### src/rtl/traffic_display.sv
// traffic_display: display-side consumer of the traffic controller.
// The converter turns main/country remaining seconds into BCD one bit per clock
// (double dabble, main road first). The result drives a time-multiplexed 4-digit
// 7-segment display, with yellow-phase blinking and an illegal-lamp flag.
//
// state  | meaning
// -------+-----------------------------------------------------------
// IDLE   | watch count/count_c against the last converted values
// CONV_M | 8 shift-add iterations on the latched main-road value
// CONV_C | 8 shift-add iterations on the latched country-road value
module traffic_display #(
    parameter int unsigned SCAN_DIV  = 1000,
    parameter int unsigned BLINK_DIV = 50000
) (
    input  logic       clk,
    input  logic       set_n,
    input  logic [7:0] count,
    input  logic [7:0] count_c,
    input  logic       mr,
    input  logic       my,
    input  logic       mg,
    input  logic       cr,
    input  logic       cy,
    input  logic       cg,
    output logic [6:0] seg,
    output logic [3:0] dig_n,
    output logic       lamp_err
);

    localparam int SCAN_W  = $clog2(SCAN_DIV);
    localparam int BLINK_W = $clog2(BLINK_DIV);

    typedef enum logic [1:0] {IDLE, CONV_M, CONV_C} state_t;

    state_t               state_q, state_d;
    logic [7:0]           src_m_q, src_m_d, src_c_q, src_c_d;
    logic [19:0]          sh_q, sh_d;
    logic [2:0]           it_q, it_d;
    // BCD register layout: {dash, tens[3:0], ones[3:0]}
    logic [8:0]           bcd_m_q, bcd_m_d, bcd_c_q, bcd_c_d;
    logic [SCAN_W-1:0]    scan_cnt_q, scan_cnt_d;
    logic [1:0]           idx_q, idx_d;
    logic                 scan_on_q, scan_on_d;
    logic [BLINK_W-1:0]   blink_cnt_q, blink_cnt_d;
    logic                 phase_q, phase_d;
    logic [6:0]           seg_q, seg_d;
    logic [3:0]           dig_n_q, dig_n_d;
    logic                 lamp_err_q, lamp_err_d;

    logic [19:0]          adj, shifted;
    logic [8:0]           conv_res, bcd_sel;
    logic                 scan_wrap, blink_wrap, blink_now;
    logic [6:0]           code;

    function automatic logic [6:0] seg7(input logic [3:0] d);
        case (d)
            4'd0: seg7 = 7'h3F;
            4'd1: seg7 = 7'h06;
            4'd2: seg7 = 7'h5B;
            4'd3: seg7 = 7'h4F;
            4'd4: seg7 = 7'h66;
            4'd5: seg7 = 7'h6D;
            4'd6: seg7 = 7'h7D;
            4'd7: seg7 = 7'h07;
            4'd8: seg7 = 7'h7F;
            4'd9: seg7 = 7'h6F;
            default: seg7 = 7'h00;
        endcase
    endfunction

    function automatic logic onehot3(input logic [2:0] v);
        onehot3 = (v == 3'b001) || (v == 3'b010) || (v == 3'b100);
    endfunction

    // State and all datapath registers; reset abandons any conversion in flight
    always_ff @(posedge clk or negedge set_n) begin
        if (!set_n) begin
            state_q     <= IDLE;
            src_m_q     <= '0;
            src_c_q     <= '0;
            sh_q        <= '0;
            it_q        <= '0;
            bcd_m_q     <= '0;
            bcd_c_q     <= '0;
            scan_cnt_q  <= '0;
            idx_q       <= '0;
            scan_on_q   <= 1'b0;
            blink_cnt_q <= '0;
            phase_q     <= 1'b0;
            seg_q       <= '0;
            dig_n_q     <= 4'b1111;
            lamp_err_q  <= 1'b0;
        end else begin
            state_q     <= state_d;
            src_m_q     <= src_m_d;
            src_c_q     <= src_c_d;
            sh_q        <= sh_d;
            it_q        <= it_d;
            bcd_m_q     <= bcd_m_d;
            bcd_c_q     <= bcd_c_d;
            scan_cnt_q  <= scan_cnt_d;
            idx_q       <= idx_d;
            scan_on_q   <= scan_on_d;
            blink_cnt_q <= blink_cnt_d;
            phase_q     <= phase_d;
            seg_q       <= seg_d;
            dig_n_q     <= dig_n_d;
            lamp_err_q  <= lamp_err_d;
        end
    end

    // Next-state: main road wins when both values differ from their last conversion
    always_comb begin
        state_d = state_q;
        case (state_q)
            IDLE: begin
                if (count != src_m_q)        state_d = CONV_M;
                else if (count_c != src_c_q) state_d = CONV_C;
            end
            CONV_M, CONV_C: begin
                if (it_q == 3'd7) state_d = IDLE;
            end
            default: state_d = IDLE;
        endcase
    end

    // Converter datapath: latch source, then adjust-and-shift; hundreds != 0 means dash
    always_comb begin
        src_m_d = src_m_q;
        src_c_d = src_c_q;
        sh_d    = sh_q;
        it_d    = it_q;
        bcd_m_d = bcd_m_q;
        bcd_c_d = bcd_c_q;
        adj     = sh_q;
        if (sh_q[11:8] >= 4'd5)  adj[11:8]  = sh_q[11:8] + 4'd3;
        if (sh_q[15:12] >= 4'd5) adj[15:12] = sh_q[15:12] + 4'd3;
        shifted  = adj << 1;
        conv_res = {(shifted[19:16] != 4'd0), shifted[15:8]};
        case (state_q)
            IDLE: begin
                it_d = 3'd0;
                if (count != src_m_q) begin
                    src_m_d = count;
                    sh_d    = {12'd0, count};
                end else if (count_c != src_c_q) begin
                    src_c_d = count_c;
                    sh_d    = {12'd0, count_c};
                end
            end
            CONV_M: begin
                sh_d = shifted;
                it_d = it_q + 3'd1;
                if (it_q == 3'd7) bcd_m_d = conv_res;
            end
            CONV_C: begin
                sh_d = shifted;
                it_d = it_q + 3'd1;
                if (it_q == 3'd7) bcd_c_d = conv_res;
            end
            default: ;
        endcase
    end

    // Scan, blink and segment select; seg is computed for the next index so it
    // changes on the same edge as dig_n
    always_comb begin
        scan_wrap   = (scan_cnt_q == SCAN_W'(SCAN_DIV - 1));
        scan_cnt_d  = scan_wrap ? '0 : scan_cnt_q + SCAN_W'(1);
        idx_d       = scan_wrap ? idx_q + 2'd1 : idx_q;
        scan_on_d   = scan_on_q | scan_wrap;
        blink_wrap  = (blink_cnt_q == BLINK_W'(BLINK_DIV - 1));
        blink_cnt_d = blink_wrap ? '0 : blink_cnt_q + BLINK_W'(1);
        phase_d     = blink_wrap ? ~phase_q : phase_q;
        dig_n_d     = scan_on_d ? ~(4'b0001 << idx_d) : 4'b1111;

        bcd_sel   = idx_d[1] ? bcd_c_q : bcd_m_q;
        blink_now = phase_d & (idx_d[1] ? cy : my);
        if (bcd_sel[8])
            code = 7'h40;
        else if (bcd_sel[7:0] == 8'd0)
            code = 7'h00;
        else if (!idx_d[0])
            code = (bcd_sel[7:4] == 4'd0) ? 7'h00 : seg7(bcd_sel[7:4]);
        else
            code = seg7(bcd_sel[3:0]);
        seg_d = (!scan_on_d || blink_now) ? 7'h00 : code;

        lamp_err_d = !onehot3({mr, my, mg}) || !onehot3({cr, cy, cg}) || (mg && cg);
    end

    assign seg      = seg_q;
    assign dig_n    = dig_n_q;
    assign lamp_err = lamp_err_q;

endmodule
### config.mk
export PLATFORM = sky130hd
export DESIGN_NAME = traffic_display
export DESIGN_NICKNAME = d
export VERILOG_FILES = /design/src/rtl/traffic_display.sv
export SDC_FILE = /design/constraint.sdc
export NUM_CORES = 1
export LEC_CHECK = 0
export BUFFER_PORTS_ARGS = -buffer_cell sky130_fd_sc_hd__buf_4
export CAP_MARGIN = 20
export CORE_UTILIZATION = 50
export DETAILED_ROUTE_END_ITERATION = 8
export PLACE_DENSITY = 0.7
export SETUP_SLACK_MARGIN = 0.5
export SYNTH_ARGS = -nofsm -noshare
export SYNTH_HDL_FRONTEND = slang
export SYNTH_SLANG_ARGS = --single-unit
export TNS_END_PERCENT = 20
### constraint.sdc
create_clock -name clk -period 3.4 [get_ports clk]
set_input_delay 0.17 -clock clk [delete_from_list [all_inputs] [get_ports clk]]
set_output_delay 0.17 -clock clk [all_outputs]
set_load 0.02 [all_outputs]
# After elaboration in Yosys (flattened, before gate mapping)
# Memories as Yosys holds them, arrays and structs flattened.
# Index checks and enable logic that the tools add are counted.
# word_totals
romBits	224
register_bits	100
output_inout_bits	12
mem_count	2
# memory_table
memory	depth	word_bits	rd	rd_ports_with_merged_regs	wr	line_no	rtl
(name not given)	16	7	1	0	0	56	case (d)
(name not given)	16	7	1	0	0	56	
# op_classes
n_shift	1
n_lt_le_gt_ge	2
mux	22
n_reduce_logical	23
eq_ne	15
n_addsub	6
bitwise	5
# ops
operator	count
two-way mux 19 bit	2
one-hot mux 19 bit (2 select lines)	1
two-way mux 7 bit	5
adder 16 x 1 -> 16 bit (second input constant)	1
equality test 16 bit (second input constant)	1
two-way mux 16 bit	1
inequality test 8 bit	2
two-way mux 4 bit	3
adder 10 x 1 -> 10 bit (second input constant)	1
equality test 10 bit (second input constant)	1
two-way mux 10 bit	1
AND reduction 2 bit	5
equality test 3 bit (second input constant)	3
two-way mux 9 bit	1
adder 4 x 2 -> 4 bit (second input constant)	2
>= comparator 4 x 3 -> 1 bit (second input constant)	2
zero test 8 bit	1
two-way mux 2 bit	4
logical OR 1 bit	7
equality test 3 x 1 -> 1 bit (second input constant)	2
equality test 3 x 2 -> 1 bit (second input constant)	2
one-hot mux 3 bit (2 select lines)	1
zero test 4 bit	1
inverter 4 bit	1
19 further kinds	23

# Longest topological paths before layout
# depth
ltp_word	9
depth_mapped	18

# Worst setup path before layout
# OpenSTA, ideal clock, no wires.
# synth_timing
path_type	reg-to-reg
from	reg scan_cnt_q[0]
to	reg seg_q[6] (netlist: seg[6])
t_arrival_ps	3532
synth_period_minus_slack_ps	3596
setup_time_ps	63
path_stages_with_launch	17
setup_slack_ps	-196
n_path_buf	2
required_time_ps	3337
path_cell_list	dfrtp_1 -> ha_1 -> nand4b_2 -> nor4_4 -> xnor2_2 -> clkbuf_1 -> nand2_1 -> and2_1 -> ha_1 -> clkbuf_1 -> or3b_2 -> a21oi_1 -> nor3b_1 -> a311oi_1 -> a21o_1 -> a31oi_1 -> o21ba_2
# synth_via
elab_chain_cells	9
# synth_rtl
item	line_no	rtl
start: declaration	41	logic [SCAN_W-1:0] scan_cnt_q, scan_cnt_d;
start signal: assignment	101	scan_cnt_q <= scan_cnt_d;
equality test 10 bit *	168	scan_wrap = (scan_cnt_q == SCAN_W'(SCAN_DIV - 1));
two-way mux 2 bit	170	idx_d = scan_wrap ? idx_q + 2'd1 : idx_q;
two-way mux 9 bit	177	bcd_sel = idx_d[1] ? bcd_c_q : bcd_m_q;
memory read (16 x 7 bit) / zero test 4 bit (equally long branches)	n/a	
two-way mux 7 bit	184	code = (bcd_sel[7:4] == 4'd0) ? 7'h00 : seg7(bcd_sel[7:4]);
two-way mux 7 bit	183	else if (!idx_d[0])
two-way mux 7 bit	181	else if (bcd_sel[7:0] == 8'd0)
two-way mux 7 bit	179	if (bcd_sel[8])
two-way mux 7 bit *	187	seg_d = (!scan_on_d || blink_now) ? 7'h00 : code;
net seg_d[6]	46	logic [6:0] seg_q, seg_d;
end signal: assignment	106	seg_q <= seg_d;
end: declaration	46	
# Mark *: on every way through the listed nets, which the timed path passes. The rest lies on a longest branch.
# A chain may end at the register's enable or synchronous reset.

# Final worst setup path
# layout_timing
from	reg scan_cnt_q[1]
to	reg seg_q[0] (netlist: seg[0])
# Same word-level chain as after synthesis.

==> flow_metrics.py <==
metrics = {
    "outcome": {
        "outcome": "finished, final reports clean",
    },
    "cts": {
        "root_buffer": "clkbuf_8",
        "clk_pin_slew_ns": 0.10,
        "cts_made_buffers": 9,
        "clock_path_buffers": 2,
        "htreeDepth": 3,
        "insertion_delay_ns": 0.37,
        "cts.sinks": 100,
        "cts_tree": "built",
    },
    "drt": {
        "post_drt_wl_per_cell_um": 15.4,
        "drt_pass1_iterations": 4,
        "drt_iter0_drc": 180,
        "drc_errors": 0,
        "drt-total-wl_mm": 11.7,
        "drt-vias-per-instance": 5.58,
        "drtAntennaViolNets": 0,
        "vias": 4241,
    },
    "setup_path": {
        "cp_cell_sequence": "ha_4 -> nand4b_4 -> nor4_4 -> buf_4 -> xnor2_4 -> inv_2 -> nand2_1 -> and2_4 -> ha_4 -> nor2b_4 -> o21ai_2 -> nand2_1 -> mux4_2 -> a21oi_2 -> nand2_1 -> a21oi_2",
        "startpoint": "scan_cnt_q[1]$_DFF_PN0_",
        "critical_path.endpoint_type": "flop",
        "r2r-end": "seg[0]$_DFF_PN0_",
        "worstSetupPathType": "reg -> reg",
        "arrival_ns": 3.24,
        "reg2reg_setup_slack_ns": 0.46,
        "max_stage_delay_ns": 0.50,
        "worst_ep_required_time_ns": 3.70,
        "start_kind": "flop",
        "r2r-start": "scan_cnt_q[1]$_DFF_PN0_",
        "endpoint": "seg[0]$_DFF_PN0_",
        "cp_common_cell": "nand2_1",
        "crit_path_top_delay_cell": "mux4_2",
        "cp_max_fo": 6,
        "r2r_cells": 16,
    },
    "placed_design": {
        "port_buffers": 35,
        "gp_congestion": 0.877,
        "placed_cells": 714,
        "post-place-ws_ns": 0.189,
        "place_hpwl_mm": 8.01,
        "dpl_cell_area_um2": 5900,
    },
    "power_and_ir_drop": {
        "power.switching_w": 0.00105,
        "power_frac_seq_pct": 46.0,
        "clkPwrFrac_pct": 26.2,
        "combPwrFrac_pct": 27.8,
        "leakage_nw": 2.93,
        "power_w": 0.00334,
        "vdd_drop_max_uv": 295,
        "switching_share_pct": 31.3,
        "internal-power_w": 0.00229,
        "pwr_density_cell_nw_per_um2": 518,
    },
    "run": {
        "drv_cap": 0,
    },
    "timing": {
        "setup_viol": 0,
        "setup_slack_ns": 0.455,
        "max_freq_ghz": 0.340,
        "slew_viol_final": 0,
        "fin_tns_setup_ns": 0,
        "worst_pin_slew_ns": 0.800,
        "finClkSkew_ns": 0.0175,
        "rsz0062_at_grt": "true",
        "relSlewSlack_pct": 46.3,
        "period_needed_ns": 2.94,
        "fin_crit_sh_pct": 86.6,
        "hold_violations": 0,
    },
    "die": {
        "die_area_um2": 11200,
        "rows": 37,
        "fp.dieW_um": 106,
        "ios": 36,
        "start_util_pct": 51.9,
        "die_h_um": 106,
        "core_area_um2": 10400,
    },
    "synthesis": {
        "synthTopCellsByArea": "dfrtp_1 (44%), ha_1 (5.1%), xnor2_1 (5.0%)",
        "synth_area_um2": 5400,
        "synthArstFlopShare_pct": 100,
        "synth_commonest_cells": "dfrtp_1 (96), nand2_1 (68), o21ai_0 (50)",
        "synth_edf_count": 0,
        "syn_nets": 597,
        "synth_top_area_share_pct": 44.5,
        "yosysSeqAreaShare_pct": 46.4,
        "ys_types": 54,
        "yosysMostFrequentCell": "dfrtp_1",
        "yosysWarningCount": 0,
        "synth_flop_cell": "dfrtp_1",
        "syn_inst": 551,
        "ys_ff_latch": 100,
        "yosys.area.top_type": "dfrtp_1",
        "syn_area_per_cell_um2": 9.80,
    },
    "layout": {
        "nets": 665,
        "n_antenna_cell": 0,
        "stdcell_area_um2": 6440,
        "syn_to_final_growth_pct": 19.2,
        "fillers": 859,
        "drive_gt1_share_pct": 23.7,
        "fin_cells": 760,
    },
    "min_path": {
        "hp-class": "in -> reg",
    },
    "global_routing": {
        "grt_overflow_total": 0,
        "antenna_found_initial": 0,
        "grt_util_all_layers_pct": 22.6,
        "grt_pass1_wl_mm": 20.3,
        "grt_max_degree": 83,
        "grt_pass1_vias": 4375,
    },
}
-- worst min path at each step --
stage	startpoint	endpoint	cells after the start
finish	count[4]	src_m_q[4]$_DFFE_PN0P_	2
floorplan	set_n	bcd_c_q[0]$_DFFE_PN0P_	0
detailed placement	set_n	blink_cnt_q[12]$_DFF_PN0_	1
global placement	set_n	blink_cnt_q[13]$_DFF_PN0_	1
CTS	set_n	blink_cnt_q[15]$_DFF_PN0_	1
global route	count[6]	src_m_q[6]$_DFFE_PN0P_	2
-- flip-flops by register name, summed over array words and instances (netlist names) --
signal / count
sh_q: 19
blink_cnt_q: 16
scan_cnt_q: 10
bcd_c_q: 9
bcd_m_q: 9
src_c_q: 8
src_m_q: 8
seg: 7
dig_n: 4
it_q: 3
idx_q: 2
state_q: 2
lamp_err: 1
phase_q: 1
scan_on_q: 1
-- cell type report --
type | count | area, um^2 | share of cell area (%)
repair buffers | 74 | 586 | 9.09
clock inverters | 4 | 77.6 | 1.20
multi-input cells | 412 | 2860 | 44.4
well taps | 136 | 170 | 2.64
inverters | 22 | 82.6 | 1.28
clock buffers | 12 | 155 | 2.41
flip-flops and latches | 100 | 2510 | 38.9
-- logic make-up (layout without fill, tap and decap cells) --
| kind of cell | after synthesis | count (layout) | share of synthesized area [%] |
|---|---|---|---|
| xor gates and xnor gates | 45 | 45 | 7.44 |
| adders and majority gates | 22 | 22 | 5.10 |
| AOI/OAI and AO/OA | 112 | 112 | 12.3 |
| muxes | 39 | 39 | 7.95 |
| buffers and inverters | 39 | 112 | 2.76 |
| and+or+nand+nor | 194 | 194 | 18.0 |
| DFF | 100 | 100 | 46.4 |
-- stage by stage --
stage | hold slack [ns] | util (%)
after floorplan | -0.126 | -
after global placement | 0.401 | 56.6
after detailed placement | 0.409 | 56.6
after CTS | 0.00326 | 60.7
after global routing | 0.0469 | 61.8
final | 0.0544 | 61.8
-- power groups by stage --
stage               logic, W  clock network, W  registers, W
global placement    0.000834                 0       0.00154
detailed placement  0.000862                 0       0.00156
finish              0.000929          0.000875       0.00153
global route         0.00105          0.000938       0.00156
CTS                 0.000904          0.000892       0.00153
floorplan           0.000671                 0       0.00151
-- cell usage in the layout, fill, tap and decap left out, types with 6 or more instances in the layout --
master    netlist  routed
nor2_1         45      45
a21oi_1        31      26
nand2b_1        9       9
buf_4           0      70
clkbuf_8        0      11
o21ai_0        50      48
nor3b_1         9       7
xor2_1         13      13
nand3_1        17      16
xnor2_1        31      31
and3_1          6       6
mux2_2         21      21
a21o_1          6       6
inv_1          20      19
mux2i_1        17      17
dfrtp_1        96      96
ha_1           22      19
nand2_1        68      66
-- routing by layer --
layer | vias to the layer above | track usage [%] | share of wire, %
met4 | 0 | 9.92 | 2.6
met2 | 92 | 37.9 | 50
met1 | 2070 | 29.4 | 45
met3 | 28 | 3.13 | 3.0
met5 | - | 0 | 0
li1 | 2051 | - | -
-- critical path: cells and delay by family (launching register included) --
kind | cells | cell delay, ns
AND/OR/NAND/NOR | 7 | 0.76
multiplexers | 1 | 0.50
AO/OA/AOI/OAI | 3 | 0.43
flip-flops | 1 | 0.42
adder cells (fa/ha/maj) | 2 | 0.36
buffers and inverters | 2 | 0.30
XOR/XNOR | 1 | 0.10
-- repair_timing --
action                                  in CTS  in global routing
pin swaps                                   14                  9
gates resized for setup                     10                  6
endpoints found under the setup margin       7                  7
hold endpoints to repair                     0                 81
setup buffers                               21                  7
gates cloned                                 0                  0
hold buffers                                 0                  1
Power figures use the tool's default switching activity.
